<file path="src/rtl/mem_access_unit_pkg.sv">
// mem_access_unit_pkg: shared pipeline definitions for the MEM stage.
// Provides the FSM state encoding, the timeout default and the counter sizing helper.
`default_nettype none

package mem_access_unit_pkg;

    typedef enum logic [1:0] {
        ST_IDLE = 2'd0,
        ST_WAIT = 2'd1,
        ST_RESP = 2'd2
    } mau_state_e;

    localparam int TIMEOUT_DEFAULT = 15;

    function automatic int cnt_width(input int limit);
        return (limit < 2) ? 1 : $clog2(limit);
    endfunction

endpackage

`default_nettype wire

</file>
<file path="src/rtl/mem_access_unit_ack.sv">
// mem_ack_timer: counts WAIT cycles and flags the one on which the access must give up.
// The counter value is the number of WAIT cycles already completed.
`default_nettype none

module mem_ack_timer
    import mem_access_unit_pkg::*;
#(
    parameter int TIMEOUT = TIMEOUT_DEFAULT
) (
    input  logic clk,
    input  logic clr,
    input  logic start,
    input  logic run,
    output logic expired
);

    localparam int            CW   = cnt_width(TIMEOUT);
    localparam logic [CW-1:0] LAST = CW'(TIMEOUT - 1);

    logic [CW-1:0] cnt_q;
    logic [CW-1:0] cnt_d;

    // The TIMEOUT-th WAIT cycle is the last one allowed without an ack.
    assign expired = run && (cnt_q == LAST);

    always_comb begin
        cnt_d = cnt_q;
        if (start) begin
            cnt_d = '0;
        end else if (run && !expired) begin
            cnt_d = cnt_q + 1'b1;
        end
    end

    always_ff @(posedge clk or posedge clr) begin
        if (clr) begin
            cnt_q <= '0;
        end else begin
            cnt_q <= cnt_d;
        end
    end

endmodule

`default_nettype wire

</file>
<file path="src/rtl/mem_access_unit.sv">
// mem_access_unit: MEM pipeline stage issuing one data-memory access at a time,
// stalling upstream until the ack (or a timeout) and producing the MEM/WB register.
`default_nettype none

module mem_access_unit
    import mem_access_unit_pkg::*;
#(
    parameter int TIMEOUT = TIMEOUT_DEFAULT
) (
    input  logic        clk,
    input  logic        clr,
    input  logic [31:0] mem_result,
    input  logic [31:0] mem_rb,
    input  logic        mem_wmem,
    input  logic        mem_m2reg,
    input  logic        mem_wreg,
    input  logic [4:0]  mem_rn,
    output logic        dm_req,
    output logic        dm_we,
    output logic [31:0] dm_addr,
    output logic [31:0] dm_wdata,
    input  logic [31:0] dm_rdata,
    input  logic        dm_ack,
    output logic        stall,
    output logic [31:0] wb_data,
    output logic [4:0]  wb_rn,
    output logic        wb_wreg,
    output logic        bus_err
);

    mau_state_e  state_q;
    logic [31:0] addr_q;
    logic [31:0] wdata_q;
    logic [31:0] rdata_q;
    logic [4:0]  rn_q;
    logic        we_q;
    logic        load_q;
    logic        abort_q;
    logic        req_q;
    logic [31:0] wb_data_q;
    logic [4:0]  wb_rn_q;
    logic        wb_wreg_q;
    logic        bus_err_q;

    logic mem_op;
    logic idle_mem_op;
    logic in_wait;
    logic expired;

    assign mem_op      = mem_wmem | mem_m2reg;
    assign idle_mem_op = (state_q == ST_IDLE) && mem_op;
    assign in_wait     = (state_q == ST_WAIT);

    mem_ack_timer #(
        .TIMEOUT (TIMEOUT)
    ) u_ack_timer (
        .clk     (clk),
        .clr     (clr),
        .start   (idle_mem_op),
        .run     (in_wait),
        .expired (expired)
    );

    // The bus is forced quiet whenever no request is outstanding.
    assign dm_req   = req_q;
    assign dm_we    = req_q & we_q;
    assign dm_addr  = req_q ? addr_q  : 32'd0;
    assign dm_wdata = req_q ? wdata_q : 32'd0;

    assign stall    = !clr && (idle_mem_op || in_wait);
    assign wb_data  = wb_data_q;
    assign wb_rn    = wb_rn_q;
    assign wb_wreg  = wb_wreg_q;
    assign bus_err  = bus_err_q;

    always_ff @(posedge clk or posedge clr) begin
        if (clr) begin
            state_q   <= ST_IDLE;
            addr_q    <= '0;
            wdata_q   <= '0;
            rdata_q   <= '0;
            rn_q      <= '0;
            we_q      <= 1'b0;
            load_q    <= 1'b0;
            abort_q   <= 1'b0;
            req_q     <= 1'b0;
            wb_data_q <= '0;
            wb_rn_q   <= '0;
            wb_wreg_q <= 1'b0;
            bus_err_q <= 1'b0;
        end else begin
            case (state_q)
                ST_IDLE: begin
                    if (mem_op) begin
                        addr_q    <= mem_result;
                        wdata_q   <= mem_rb;
                        we_q      <= mem_wmem;
                        load_q    <= mem_m2reg & ~mem_wmem;
                        rn_q      <= mem_rn;
                        abort_q   <= 1'b0;
                        req_q     <= 1'b1;
                        wb_wreg_q <= 1'b0;
                        state_q   <= ST_WAIT;
                    end else begin
                        wb_data_q <= mem_result;
                        wb_rn_q   <= mem_rn;
                        wb_wreg_q <= mem_wreg;
                    end
                end
                ST_WAIT: begin
                    // An ack arriving on the expiry cycle still completes the access.
                    if (dm_ack) begin
                        rdata_q <= dm_rdata;
                        req_q   <= 1'b0;
                        state_q <= ST_RESP;
                    end else if (expired) begin
                        rdata_q   <= '0;
                        abort_q   <= 1'b1;
                        bus_err_q <= 1'b1;
                        req_q     <= 1'b0;
                        state_q   <= ST_RESP;
                    end
                end
                ST_RESP: begin
                    if (load_q && !abort_q) begin
                        wb_data_q <= rdata_q;
                        wb_rn_q   <= rn_q;
                        wb_wreg_q <= 1'b1;
                    end else begin
                        wb_wreg_q <= 1'b0;
                    end
                    state_q <= ST_IDLE;
                end
                default: begin
                    req_q   <= 1'b0;
                    state_q <= ST_IDLE;
                end
            endcase
        end
    end

endmodule

`default_nettype wire

</file>
<file path="config.mk">
export PLATFORM = sky130hd
export DESIGN_NAME = mem_access_unit
export DESIGN_NICKNAME = d
export VERILOG_FILES = /design/src/rtl/mem_access_unit_pkg.sv /design/src/rtl/mem_access_unit_ack.sv /design/src/rtl/mem_access_unit.sv
export SDC_FILE = /design/constraint.sdc
export NUM_CORES = 1
export LEC_CHECK = 0
export BUFFER_PORTS_ARGS = -buffer_cell sky130_fd_sc_hd__buf_2
export CORE_MARGIN = 2
export CORE_UTILIZATION = 25
export CTS_CLUSTER_SIZE = 40
export DETAILED_ROUTE_END_ITERATION = 16
export PLACE_DENSITY = 0.47
export SYNTH_ARGS = -nofsm -noshare
export SYNTH_HDL_FRONTEND = slang
export SYNTH_SLANG_ARGS = --single-unit
export TNS_END_PERCENT = 10
</file>
<file path="constraint.sdc">
create_clock -name clk -period 6 [get_ports clk]
set_input_delay 0 -clock clk [delete_from_list [all_inputs] [get_ports clk]]
set_output_delay 0 -clock clk [all_outputs]
set_load 0.05 [all_outputs]
</file>
==> results.py <==
metrics = {
    "global_routing": {
        "gr-usage-all-layers": 0.127,
        "initial_antenna_violation_count": 0,
        "first_global_vias": 5351,
        "global_route_wire_length_before_repair_um": 28200,
        "grt_start_max_net_pins": 83,
        "overflow": 0,
    },
    "cells_and_area": {
        "multi_input_area_mm2": 0.00277,
        "fill_cells": 2542,
        "drive_above_1_share": 0.496,
        "finalNetCount": 888,
        "layout.area.seq_mm2": 0.00375,
        "layout.core_utilization": 0.370,
        "layout-area-overhead-vs-synth_pct": 44.6,
        "final_design_area_no_fill_mm2": 0.00968,
        "n_antenna_cell": 0,
    },
    "synthesis": {
        "synth_edf_count": 0,
        "ys_seq_elements": 150,
        "syn_area_mm2": 0.00670,
        "synth_flop_type": "sky130_fd_sc_hd__dfrtp_1",
        "syn_area_per_cell_um2": 14.3,
        "synth_cells": 467,
        "mappedNetlistNets": 576,
        "postSynth.asyncResetShare": 1.00,
        "yosys_warnings": 0,
        "synth.yosys.seq_area_share": 0.560,
        "post_synth_num_cell_types": 34,
    },
    "floorplanning": {
        "die_w_um": 168,
        "rows": 59,
        "dieHeight_um": 168,
        "die-area_mm2": 0.0281,
        "io_pins": 213,
        "floorplan.initialDensity": 0.256,
        "core_region_area_mm2": 0.0262,
    },
    "timing": {
        "timing.final.hold_violations": 0,
        "post-route-period-util": 0.454,
        "rsz0062_at_grt": "no",
        "drv_slew": 0,
        "timing.final.ws_setup_ns": 3.27,
        "fmax_mhz": 367,
        "fin_setup_tns_ns": 0,
        "finalWorstPathRequiredPeriod_ns": 2.73,
        "worst_slew_pin_slew_ns": 1.09,
        "worst_clock_skew_ns": 0.00682,
        "finalSetupViolations": 0,
        "maxSlewHeadroom": 0.270,
    },
    "worst_setup_path": {
        "timing.critical_path.arrival_ns": 3.02,
        "critical_path.max_fanout": 39,
        "end_kind": "flip-flop",
        "cp_data_required_time_ns": 6.29,
        "crit_path_start_kind": "flip-flop",
        "worst-setup-path-type": "flip-flop to flip-flop",
    },
    "route": {
        "drt_iter0_drc": 174,
        "finalWirelength_um": 17600,
        "num_vias": 4801,
        "drcViolationCount": 0,
        "viasPerCell": 4.26,
        "drt-pass1-iter-count": 4,
        "avgRoutedWirePerCell_um": 15.6,
        "drt.antenna.violating_nets": 0,
    },
    "clocking": {
        "cts_inserted_buffers": 17,
        "clk_latency_ns": 0.41,
        "clkSinkCount": 150,
        "clockRootBuffer": "sky130_fd_sc_hd__clkbuf_16",
        "post_cts_buffers": 0,
        "clk_pin_slew_worst_paths_ns": 0.06,
        "cts_buffer_depth": 2,
        "cts_tree": "built",
        "ctsHtreeMaxLevel": 4,
    },
    "place": {
        "detailed_place_hpwl_um": 11800,
        "minimum_setup_slack_after_placement_ns": 3.12,
        "placement.cell_area_mm2": 0.00805,
        "io_buffer_count": 212,
        "finalWeightedCongestion": 0.759,
    },
    "power": {
        "pwr_density_cell_mw_per_mm2": 618,
        "vdd_ir_drop_max_mv": 0.255,
        "static-leakage-power_uw": 0.00460,
        "total_power_uw": 5980,
    },
    "outcome": {
        "result_of_the_run": "finished, final reports clean",
    },
    "worst_hold_path": {
        "min-delay-path-class": "input port to async pin",
    },
    "run": {
        "maxCapViolCount": 0,
    },
}
## sequential cells by signal, indices dropped and copies added, names as in the netlist
signal	flops
addr_q	32
rdata_q	32
wb_data	32
wdata_q	32
rn_q	5
wb_rn	5
u_ack_timer.cnt_q	4
state_q	2
abort_q	1
bus_err	1
dm_req	1
load_q	1
wb_wreg	1
we_q	1
## stage by stage
step	hold WS (ns)	cells
after detailed placement	0.214	988
final	0.283	1127
after CTS	0.319	1127
after global routing	0.339	1127
after floorplan	0.0857	467
after global placement	0.205	988
## worst max-delay path: stages (launching register included)
cell                        delay [ns]
sky130_fd_sc_hd__dfrtp_1          0.49
sky130_fd_sc_hd__nand2b_4         0.53
sky130_fd_sc_hd__o2bb2ai_4        0.72
sky130_fd_sc_hd__buf_4            0.46
sky130_fd_sc_hd__mux2_2           0.38
## power by group
group / internal (uW) / leakage, uW / switching, uW / total (uW)
clock: 592 / 0.000268 / 428 / 1020
combinational: 1090 / 0.00254 / 2020 / 3110
sequential: 1510 / 0.00179 / 333 / 1850
total: 3200 / 0.00460 / 2790 / 5980
## synth_stat cells (all sizes together), types with 3 or more instances
library cell	instances	share of area
nand2b	3	0.0039
nor3	5	0.0037
nand2	3	0.0017
nor2	3	0.0028
and2	66	0.062
nand3	4	0.0030
mux2	143	0.26
buf	19	0.021
o21ai	6	0.0050
inv	3	0.0017
a22o	33	0.043
dfrtp	150	0.56
clkbuf	11	0.0062
## cell usage in the layout, fill, tap and decap left out, drive strengths merged, types with 2 or more instances in the layout
master / synthesis / final
clkbuf: 11 / 20
dlygate4sd3: 0 / 107
o21ai: 6 / 6
mux2: 143 / 143
buf: 19 / 216
nor3: 5 / 5
nand2b: 3 / 3
inv: 3 / 5
dfrtp: 150 / 150
or2: 2 / 2
nor2: 3 / 3
ha: 2 / 2
o221ai: 2 / 2
a22o: 33 / 33
and2: 66 / 66
nand2: 3 / 3
clkinvlp: 0 / 4
nand3: 4 / 4
a21oi: 2 / 2
clkinv: 0 / 5
## repair_timing
item,in CTS,in global routing
hold endpoints to repair,224,0
resized for setup,0,0
hold buffers,107,0
## layer usage
metal	wire length, um	global-route usage	up-vias	share of wire
li1	-	-	2270	-
met1	7800	0.152	2399	0.44
met2	8810	0.227	122	0.50
met3	803	0.0352	10	0.046
met4	153	0.0276	0	0.0087
met5	0	0	-	0
## worst paths after layout
path,from,endpoint,slack [ns],cells after the start
setup / recovery,state_q[0],wb_rn[4],3.27,4
hold / removal,clr,load_q,0.28,3
hold reg to reg,bus_err,bus_err,0.47,1
max in group asynchronous,clr,addr_q[9],4.25,4
min in group clk,dm_rdata[24],rdata_q[24],0.34,3
setup reg to reg,state_q[0],wb_rn[4],3.27,4
## cell type report
class                      count  share of cell area
inverter                       3             0.00168
clock inverter                12              0.0106
clock buffer                  20              0.0472
tap                          335              0.0433
multi-input combinational    284               0.286
sequential                   150               0.388
timing repair buffer         323               0.223
## cell families (layout without fill, tap and decap cells)
kind of cell / after synthesis / after routing / synth area share
buffers and inverters: 33 / 358 / 0.0286
DFF: 150 / 150 / 0.560
AOI/OAI and AO/OA: 50 / 50 / 0.0639
muxes: 143 / 143 / 0.262
and+or+nand+nor: 89 / 89 / 0.0816
adders and majority gates: 2 / 2 / 0.00374
(Power assumes the default switching activity.)
